<file path="config.mk">
export PLATFORM = sky130hd
export DESIGN_NAME = interact_engine
export DESIGN_NICKNAME = d
export VERILOG_FILES = /design/src/rtl/interact_engine.sv
export SDC_FILE = /design/constraint.sdc
export NUM_CORES = 1
export LEC_CHECK = 0
export CAP_MARGIN = 10
export CORE_MARGIN = 4
export CORE_UTILIZATION = 40
export CTS_BUF_LIST = sky130_fd_sc_hd__clkbuf_8 sky130_fd_sc_hd__clkbuf_16
export DETAILED_ROUTE_END_ITERATION = 10
export PLACE_DENSITY = 0.75
export SYNTH_ARGS = -nofsm -noshare
export SYNTH_HDL_FRONTEND = slang
export SYNTH_SLANG_ARGS = --single-unit
export TNS_END_PERCENT = 30
</file>
<file path="constraint.sdc">
create_clock -name clk -period 2.4 [get_ports clk]
set_input_delay 0.24 -clock clk [delete_from_list [all_inputs] [get_ports clk]]
set_output_delay 0.24 -clock clk [all_outputs]
set_load 0.05 [all_outputs]
</file>
<file path="src/rtl/interact_engine.sv">
// interact_engine: move-request tile resolver between player control and map RAM.
// Optional stair tiles are enabled by defining INTERACT_STAIRS_EN.
module interact_engine #(
   parameter int MAP_W        = 16,
   parameter int MAP_H        = 16,
   parameter int FLOORS       = 8,
   parameter int ADDR_W       = 19,
   parameter int RAM_LAT      = 1,
   parameter int HEALTH_W     = 16,
   parameter int KEY_W        = 4,
   parameter int POTION_HP    = 50,
   parameter int MONSTER_DMG  = 30,
   parameter int START_X      = 0,
   parameter int START_Y      = 0,
   parameter int START_FLOOR  = 0,
   parameter int START_HEALTH = 100
) (
   input  logic                clk,
   input  logic                rst,
   input  logic                req_valid,
   output logic                req_ready,
   input  logic [3:0]          req_x,
   input  logic [3:0]          req_y,
   output logic                resp_valid,
   output logic [2:0]          resp_code,
   output logic [3:0]          player_x,
   output logic [3:0]          player_y,
   output logic [15:0]         floor,
   output logic [KEY_W-1:0]    key_num,
   output logic [HEALTH_W-1:0] health,
   output logic [ADDR_W-1:0]   ram_addr,
   output logic                ram_rd,
   input  logic [15:0]         ram_rdata,
   output logic                ram_wr,
   output logic [15:0]         ram_wdata
);

   localparam logic [2:0] C_MOVED    = 3'd0;
   localparam logic [2:0] C_WALL     = 3'd1;
   localparam logic [2:0] C_NO_KEY   = 3'd2;
   localparam logic [2:0] C_TOO_WEAK = 3'd3;
   localparam logic [2:0] C_OOB      = 3'd4;
   localparam logic [2:0] C_NOT_ADJ  = 3'd5;
   localparam logic [2:0] C_STAIRS   = 3'd6;

   localparam int CW = (RAM_LAT > 1) ? $clog2(RAM_LAT) : 1;

   if (RAM_LAT < 1 || FLOORS < 1) begin : g_bad_cfg
      $error("interact_engine: RAM_LAT and FLOORS must be >= 1");
   end

   typedef enum logic [2:0] {
      S_IDLE,
      S_READ,
      S_WAIT,
      S_EVAL,
      S_COMMIT
   } state_t;

   state_t state, state_nxt;

   logic [CW-1:0]       cnt;
   logic                wait_last;
   logic [15:0]         tile_q;
   logic [3:0]          tgt_x, tgt_y;
   logic                upd_q;
   logic                wr_q;
   logic [3:0]          n_x, n_y;
   logic [15:0]         n_floor;
   logic [KEY_W-1:0]    n_key;
   logic [HEALTH_W-1:0] n_health;

   logic                oob;
   logic                adj;
   logic                x_step, y_step;
   logic [31:0]         addr_full;
   logic [HEALTH_W:0]   hsum;

   logic [2:0]          e_code;
   logic [3:0]          e_x, e_y;
   logic [15:0]         e_floor;
   logic [KEY_W-1:0]    e_key;
   logic [HEALTH_W-1:0] e_health;
   logic                e_wr;
   logic [15:0]         e_tile;

   assign wait_last = (cnt == CW'(RAM_LAT - 1));

   assign oob = (32'(req_x) >= MAP_W) ||
                (32'(req_y) >= MAP_H);

   assign x_step = ({1'b0, req_x} == {1'b0, player_x} + 5'd1) ||
                   ({1'b0, player_x} == {1'b0, req_x} + 5'd1);
   assign y_step = ({1'b0, req_y} == {1'b0, player_y} + 5'd1) ||
                   ({1'b0, player_y} == {1'b0, req_y} + 5'd1);
   assign adj = (x_step && (req_y == player_y)) ||
                (y_step && (req_x == player_x));

   assign addr_full = 32'(floor) * 32'(MAP_W * MAP_H) +
                      32'(req_y) * 32'(MAP_W) +
                      32'(req_x);

   assign hsum = {1'b0, health} + (HEALTH_W+1)'(POTION_HP);

   // State register
   always_ff @(posedge clk) begin
      if (rst) state <= S_IDLE;
      else     state <= state_nxt;
   end

   // Next-state decode
   always_comb begin
      state_nxt = state;
      unique case (state)
         S_IDLE:
            if (req_valid)
               state_nxt = (oob || !adj) ? S_COMMIT : S_READ;
         S_READ:   state_nxt = S_WAIT;
         S_WAIT:   if (wait_last) state_nxt = S_EVAL;
         S_EVAL:   state_nxt = S_COMMIT;
         S_COMMIT: state_nxt = S_IDLE;
         default:  state_nxt = S_IDLE;
      endcase
   end

   // Handshake and RAM strobes decoded from state
   always_comb begin
      req_ready  = (state == S_IDLE);
      ram_rd     = (state == S_READ);
      resp_valid = (state == S_COMMIT);
      ram_wr     = (state == S_COMMIT) && wr_q;
   end

   // Tile resolution: defaults leave the player where they are
   always_comb begin
      e_code   = C_WALL;
      e_x      = player_x;
      e_y      = player_y;
      e_floor  = floor;
      e_key    = key_num;
      e_health = health;
      e_wr     = 1'b0;
      e_tile   = 16'd0;
      case (tile_q)
         16'd0: begin
            e_code = C_MOVED;
            e_x    = tgt_x;
            e_y    = tgt_y;
         end
         16'd2: begin
            e_code = C_MOVED;
            e_x    = tgt_x;
            e_y    = tgt_y;
            e_wr   = 1'b1;
            if (key_num != {KEY_W{1'b1}})
               e_key = key_num + KEY_W'(1);
         end
         16'd3: begin
            if (key_num != '0) begin
               e_code = C_MOVED;
               e_x    = tgt_x;
               e_y    = tgt_y;
               e_wr   = 1'b1;
               e_key  = key_num - KEY_W'(1);
            end else begin
               e_code = C_NO_KEY;
            end
         end
         16'd4: begin
            e_code   = C_MOVED;
            e_x      = tgt_x;
            e_y      = tgt_y;
            e_wr     = 1'b1;
            e_health = hsum[HEALTH_W] ? {HEALTH_W{1'b1}}
                                      : hsum[HEALTH_W-1:0];
         end
         16'd5: begin
            if (health > HEALTH_W'(MONSTER_DMG)) begin
               e_code   = C_MOVED;
               e_x      = tgt_x;
               e_y      = tgt_y;
               e_wr     = 1'b1;
               e_health = health - HEALTH_W'(MONSTER_DMG);
            end else begin
               e_code = C_TOO_WEAK;
            end
         end
`ifdef INTERACT_STAIRS_EN
         16'd6: begin
            if (floor < 16'(FLOORS - 1)) begin
               e_code  = C_STAIRS;
               e_floor = floor + 16'd1;
            end
         end
         16'd7: begin
            if (floor != 16'd0) begin
               e_code  = C_STAIRS;
               e_floor = floor - 16'd1;
            end
         end
`else
         16'd6, 16'd7: e_code = C_WALL;
`endif
         default: e_code = C_WALL;
      endcase
   end

   // Request latch, RAM address, wait counter, resolved result and player state
   always_ff @(posedge clk) begin
      if (rst) begin
         cnt       <= '0;
         tile_q    <= '0;
         tgt_x     <= '0;
         tgt_y     <= '0;
         upd_q     <= 1'b0;
         wr_q      <= 1'b0;
         resp_code <= '0;
         ram_addr  <= '0;
         ram_wdata <= '0;
         n_x       <= '0;
         n_y       <= '0;
         n_floor   <= '0;
         n_key     <= '0;
         n_health  <= '0;
         player_x  <= 4'(START_X);
         player_y  <= 4'(START_Y);
         floor     <= 16'(START_FLOOR);
         key_num   <= '0;
         health    <= HEALTH_W'(START_HEALTH);
      end else begin
         unique case (state)
            S_IDLE: begin
               if (req_valid) begin
                  tgt_x <= req_x;
                  tgt_y <= req_y;
                  upd_q <= 1'b0;
                  wr_q  <= 1'b0;
                  if (oob)
                     resp_code <= C_OOB;
                  else if (!adj)
                     resp_code <= C_NOT_ADJ;
                  else
                     ram_addr <= addr_full[ADDR_W-1:0];
               end
            end
            S_READ: cnt <= '0;
            S_WAIT: begin
               cnt <= cnt + CW'(1);
               if (wait_last) tile_q <= ram_rdata;
            end
            S_EVAL: begin
               resp_code <= e_code;
               wr_q      <= e_wr;
               ram_wdata <= e_tile;
               upd_q     <= 1'b1;
               n_x       <= e_x;
               n_y       <= e_y;
               n_floor   <= e_floor;
               n_key     <= e_key;
               n_health  <= e_health;
            end
            S_COMMIT: begin
               if (upd_q) begin
                  player_x <= n_x;
                  player_y <= n_y;
                  floor    <= n_floor;
                  key_num  <= n_key;
                  health   <= n_health;
               end
            end
            default: ;
         endcase
      end
   end

endmodule

</file>
Word level (Yosys, flattened, before mapping)
Cells that the tools add are included.
- flip-flop bits (word level): 140
- word-level logic and storage cells: 99
- output and inout port bits: 86
- reductions and logical operators: 20
- add/subtract/negate cells: 11
- bitwise operators: 1
- mux-type cells: 29
- equal/unequal tests: 18
- magnitude comparators: 1
- operators by type and width (kind ; number):
    16-bit by 2-bit equality test with 1-bit output (second input constant) ; 2
    16-bit by 3-bit equality test with 1-bit output (second input constant) ; 2
    16-bit two-way mux ; 2
    16-bit case mux with 2 select lines ; 1
    4-bit two-way mux ; 6
    4-bit case mux with 3 select lines ; 2
    4-bit by 1-bit adder with 5-bit output (second input constant) ; 4
    4-bit by 5-bit equality test with 1-bit output ; 4
    19-bit by 4-bit adder with 19-bit output ; 1
    19-bit by 8-bit adder with 19-bit output ; 1
    16-bit by 6-bit adder with 17-bit output (second input constant) ; 1
    16-bit by 5-bit greater-than comparator with 1-bit output (second input constant) ; 1
    16-bit logical NOT ; 1
    16-bit by 5-bit subtractor with 16-bit output (second input constant) ; 1
    3-bit two-way mux ; 5
    3-bit case mux with 4 select lines ; 1
    2-bit AND reduction ; 5
    4-bit equality test ; 2
    4-bit case mux with 2 select lines ; 1
    3-bit by 2-bit equality test with 1-bit output (second input constant) ; 2
    2-bit != test (second input constant) ; 3
    1-bit case mux with 2 select lines ; 3
    2-bit case mux with 3 select lines ; 1
    3-bit case mux with 2 select lines ; 1
    other kinds (18) ; 27

Logic depth before layout (Yosys ltp)
- word-level depth: 8
- depth in mapped cells: 9

Worst setup path before layout
OpenSTA, ideal clock, no wires.
- path kind: register -> register
- start point: register state[1]
- end point: register ram_addr[10]
- path buffers: 4
- slack: -677 ps
- period minus slack after synthesis: 3077 ps
- stages on the path, launching flop included: 9
- arrival: 3006 ps
- required time: 2328 ps
- cell sequence: dfxtp_1 > clkbuf_1 > nor3_1 > and2_1 > clkbuf_1 > a32o_1 > buf_4 > buf_2 > mux2i_1
- longest elaborated chain between the ends: 2
- ends and longest elaborated chain (what ; line ; text):
    start: declaration ; 60 ; state_t state, state_nxt;
    start signal: assignment ; 108 ; else state <= state_nxt;
    3-bit logical NOT ; - ;
    net req_ready ; 21 ; output logic req_ready,
    3-bit AND reduction (no line) ; - ;
    end signal: assignment ; 243 ; ram_addr <= addr_full[ADDR_W-1:0];
    end: declaration ; 31 ; output logic [ADDR_W-1:0] ram_addr,
The timed path passes the listed nets, and every way through them passes these cells.
A chain may end at the register's enable or synchronous reset.

Final worst setup path
- start point: register health[7]
- end point: register n_health[1]
- longest elaborated chain between the ends: 3
- elaborated cells on any way between the ends: 5
- ends and longest elaborated chain (what ; line ; text):
    start: declaration ; 30 ; output logic [HEALTH_W-1:0] health,
    start signal: assignment ; 229 ; health <= HEALTH_W'(START_HEALTH);
    start signal: assignment ; 268 ; health <= n_health;
    16-bit by 6-bit adder with 17-bit output or 16-bit by 5-bit greater-than comparator with 1-bit output (tied branches) ; 103, 178 ;
    16-bit two-way mux, on equally long branches ; 174, 178 ;
    16-bit case mux with 2 select lines (*) ; 144 ; case (tile_q)
    end signal: assignment ; 260 ; n_health <= e_health;
    end: declaration ; 71 ; logic [HEALTH_W-1:0] n_health;
Mark *: on every way between the ends. The rest lies on a longest branch, timed or not.

==> metrics.md <==
| Metric | Value |
|---|---|
| Status | complete, no violations |
| Port Buffer Count | 96 |
| Fillers | 1,550 |
| Vias per Instance | approximately 5.2 |
| EDFF count, synth | 0 |
| Max IR drop VDD | between 0.0005 and 0.0006 V |
| FF-to-FF path depth | 6 |
| Worst-path clk slew | 0.06 ns |
| Die X | approximately 140 µm |
| Max-Slew Margin vs Limit | between 60% and 70% |
| Initial antenna violation count | 0 |
| Synth Area per Inst | roughly 7.7 µm² |
| Worst setup path class | flip-flop to flip-flop |
| Leakage power | 2.969 nW |
| Clock root buffer | clkbuf_16 |
| Post-synth top cells | nand2_1 (230), dfxtp_1 (140), a21oi_1 (116) |
| Worst min-delay path startpoint | rst |
| Fin Clk Skew | about 0.0089 ns |
| Largest net degree at the start of global routing | 55 |
| WP data required | 2.74 ns |
| TritonCTS clock tree | done |
| Non-Filler Instances | ~1,200 |
| Std-Cell Rows | 46 |
| DP HPWL | roughly 12,000 µm |
| Initial DRC Count | around 360 |
| Post-synth ARST share | 0% |
| Placed Cells | around 1,100 |
| Tightest Pin Transition | ~0.57 ns |
| Diodes inserted | 0 |
| CP Launch Type | flip-flop |
| Netlist cell types | 58 |
| Placed standard-cell area | roughly 7900 µm² |
| CTS Sinks | 140 |
| Cell area after synthesis | approximately 6700 µm² |
| Worst r2r dst | n_health[1]$_SDFFE_PP0P_ |
| Pre-CTS WS | 0.04932 ns |
| Pwr Total | 5.396 mW |
| Crit path arrival time | roughly 2.6 ns |
| Final WL | roughly 17,000 µm |
| End of the worst hold path | player_x[3]$_SDFFE_PP0P_ |
| Synth area leaders | dfxtp_1 (42%), nand2_1 (13%), a21oi_1 (8.7%) |
| Worst-skew pair later-pin latency | 0.42 ns |
| Ys Warns | 0 |
| Antenna-violating nets left | 0 |
| Vias in the first global route | roughly 5,600 |
| Maximum clock path buffer count | 2 |
| Share of cells above drive strength 1 | between 10% and 20% |
| WHS Path Cells | 2 |
| Final hold vios | 0 |
| Seq/Total Area, Yosys | a little over two fifths |
| Seq cells post-synth | 140 |
| Area Overhead vs Synth | 28.08% |
| Inserted Clock Buffers | 17 |
| Io pins | between 100 and 150 |
| Pwr Density | approximately 630 nW/µm² |
| Setup tns final | 0 ns |
| Core ar. | 16,120 µm² |
| Via count | approximately 6,100 |
| Unrepaired setup endpoints after global routing | no |
| RD Place Congestion | 0.8748 |
| Routed wire per std cell | around 15 µm |
| First-pass GRT wire length | ~28,000 µm |
| H-tree depth | 4 |
| Gate Count Post-Synth | ~860 |
| Pre-Repair DR Iteration Count | 5 |
| MaxCap Viol Count | 0 |
| Tcrit/Tclk final | 92.39% |
| Remaining DRCs | 0 |
| Gr ovfl total | 0 |
| Initial core utilization | between 40% and 50% |
| Synth area leader | dfxtp_1 |
| Final WS setup | ~0.18 ns |
| Fin crit period | about 2.2 ns |
| Share of the synthesized area in the top cell type | 42.01% |
| Global-route usage over all layers | approximately a fifth |
| Main synth FF type | dfxtp_1 |
| Setup violators final | 0 |
| Die H | roughly 140 µm |
| Max Fanout on Critical Path | 7 |
| Fmax | between 400 and 500 MHz |
| Worst R2R Setup Slack | ~0.18 ns |
| Die area | approximately 19,000 µm² |
| Setup Fix Bufs, Post-CTS | 0 |
| Layout Nets | slightly below 1,000 |
| Final instance area | 8544 µm² |
| CP endpoint kind | flip-flop |
| Fin. max-slew vios | 0 |
| Hold WC Path Type | input pin to flip-flop |
| Origin of the critical flop-to-flop path | health[7]$_SDFFE_PP0P_ |
| Count leader, synth | nand2_1 |
worst max-delay path by stage:
stage	start	end	slack, ns
4_1_cts	state[0]$_SDFFE_PP0P_	ram_wr	0.02
5_1_grt	tile_q[15]$_SDFFE_PP0P_	n_health[1]$_SDFFE_PP0P_	0.04
3_5_place_dp	req_y[3]	ram_addr[15]$_SDFFE_PP0P_	0.05
2_1_floorplan	health[9]$_SDFFE_PP0P_	n_y[2]$_SDFFE_PP0P_	-0.03
6_report	health[7]$_SDFFE_PP0P_	n_health[1]$_SDFFE_PP0P_	0.18
3_3_place_gp	req_y[3]	ram_addr[10]$_SDFFE_PP0P_	0.1
report_power, final:
part / switching, mW / internal, mW
Sequential: 0.00980 / 2.34
Combinational: 0.196 / 0.106
Clock: 1.06 / 1.69
Total: 1.26 / 4.13
area by class of cell:
class                           count  area (µm²)  area share [%]
Sequential cell                   140        2824           33.05
Clock inverter                     14       182.7           2.138
Clock buffer                       18       439.2           5.140
Tap cell                          216       270.3           3.163
Multi-Input combinational cell    647        3532           41.34
Timing Repair Buffer              128        1270           14.86
Inverter                            7       26.28          0.3075
layer usage:
| layer | part of all wire, % | track usage, % | wire length, µm | vias up |
|---|---|---|---|---|
| met3 | 5.3 | 4.228 | 897 | 15 |
| met2 | 47 | 29.95 | 7968 | 167 |
| met1 | 47 | 25.19 | 7948 | 2857 |
| li1 | - | - | - | 3091 |
| met5 | 0 | 0 | 0 | - |
| met4 | 1.3 | 5.654 | 223 | 0 |
logic make-up (layout without fill, tap and decap cells):
| kind of cell | after synthesis | count (layout) | synth area share [%] |
|---|---|---|---|
| AOI/OAI and AO/OA | 212 | 212 | 18.40 |
| xor gates and xnor gates | 26 | 26 | 3.413 |
| adders and majority gates | 7 | 7 | 1.313 |
| buffers and inverters | 89 | 167 | 6.339 |
| DFF | 140 | 140 | 42.01 |
| muxes | 27 | 27 | 4.051 |
| other | 1 | 16 | 0.05621 |
| and+or+nand+nor | 359 | 359 | 24.42 |
repair_timing:
item / in CTS / in global routing
endpoints found under the setup margin: 1 / 1
gates resized for setup: 1 / 1
hold buffers: 0 / 0
cell usage in the layout (no fill, tap or decap), types with 4 or more instances in the layout:
master,synthesis,routed
buf_12,0,6
nor3b_1,6,6
dfxtp_2,0,17
inv_1,7,7
a31oi_1,13,13
nor3_1,16,14
o21ai_0,43,43
inv_6,0,6
o22ai_1,5,4
or3_1,5,5
nor4_1,8,8
a21o_1,4,4
dfxtp_1,140,123
a21oi_1,116,116
or2_2,4,4
nand2b_1,9,9
conb_1,1,16
ha_1,7,7
xor2_1,14,14
and2_1,8,8
nor2b_1,6,6
o221ai_1,4,4
mux2i_1,27,27
xnor2_1,12,12
buf_4,19,27
nor2_1,23,22
nand2_1,230,230
clkbuf_16,0,17
clkdlybuf4s50_1,0,92
and3_1,6,6
nand3_1,19,19
worst max-delay path: stages, from the launching register on:
cell,delay (ns)
dfxtp_1,0.45
nand3_1,0.20
or4b_2,0.78
nor2_1,0.16
a21oi_1,0.15
and3_1,0.23
nor3_1,0.18
registers in the layout (all words and copies together), names as in the netlist:
register and count:
ram_addr 19, floor 16, health 16, n_floor 16, n_health 16, tile_q 16, key_num 4, n_key 4
n_x 4, n_y 4, player_x 4, player_y 4, tgt_x 4, tgt_y 4, resp_code 3, state 3
cnt 1, upd_q 1, wr_q 1
stage by stage:
stage | util (%) | hold slack (ns)
after global placement | 49.15 | 0.4286
after detailed placement | 49.15 | 0.4323
after floorplan | - | 0.3760
after CTS | 53.00 | 0.2106
after global routing | 53.02 | 0.2516
final | 53.02 | 0.2319
Power figures use the tool's default switching activity.
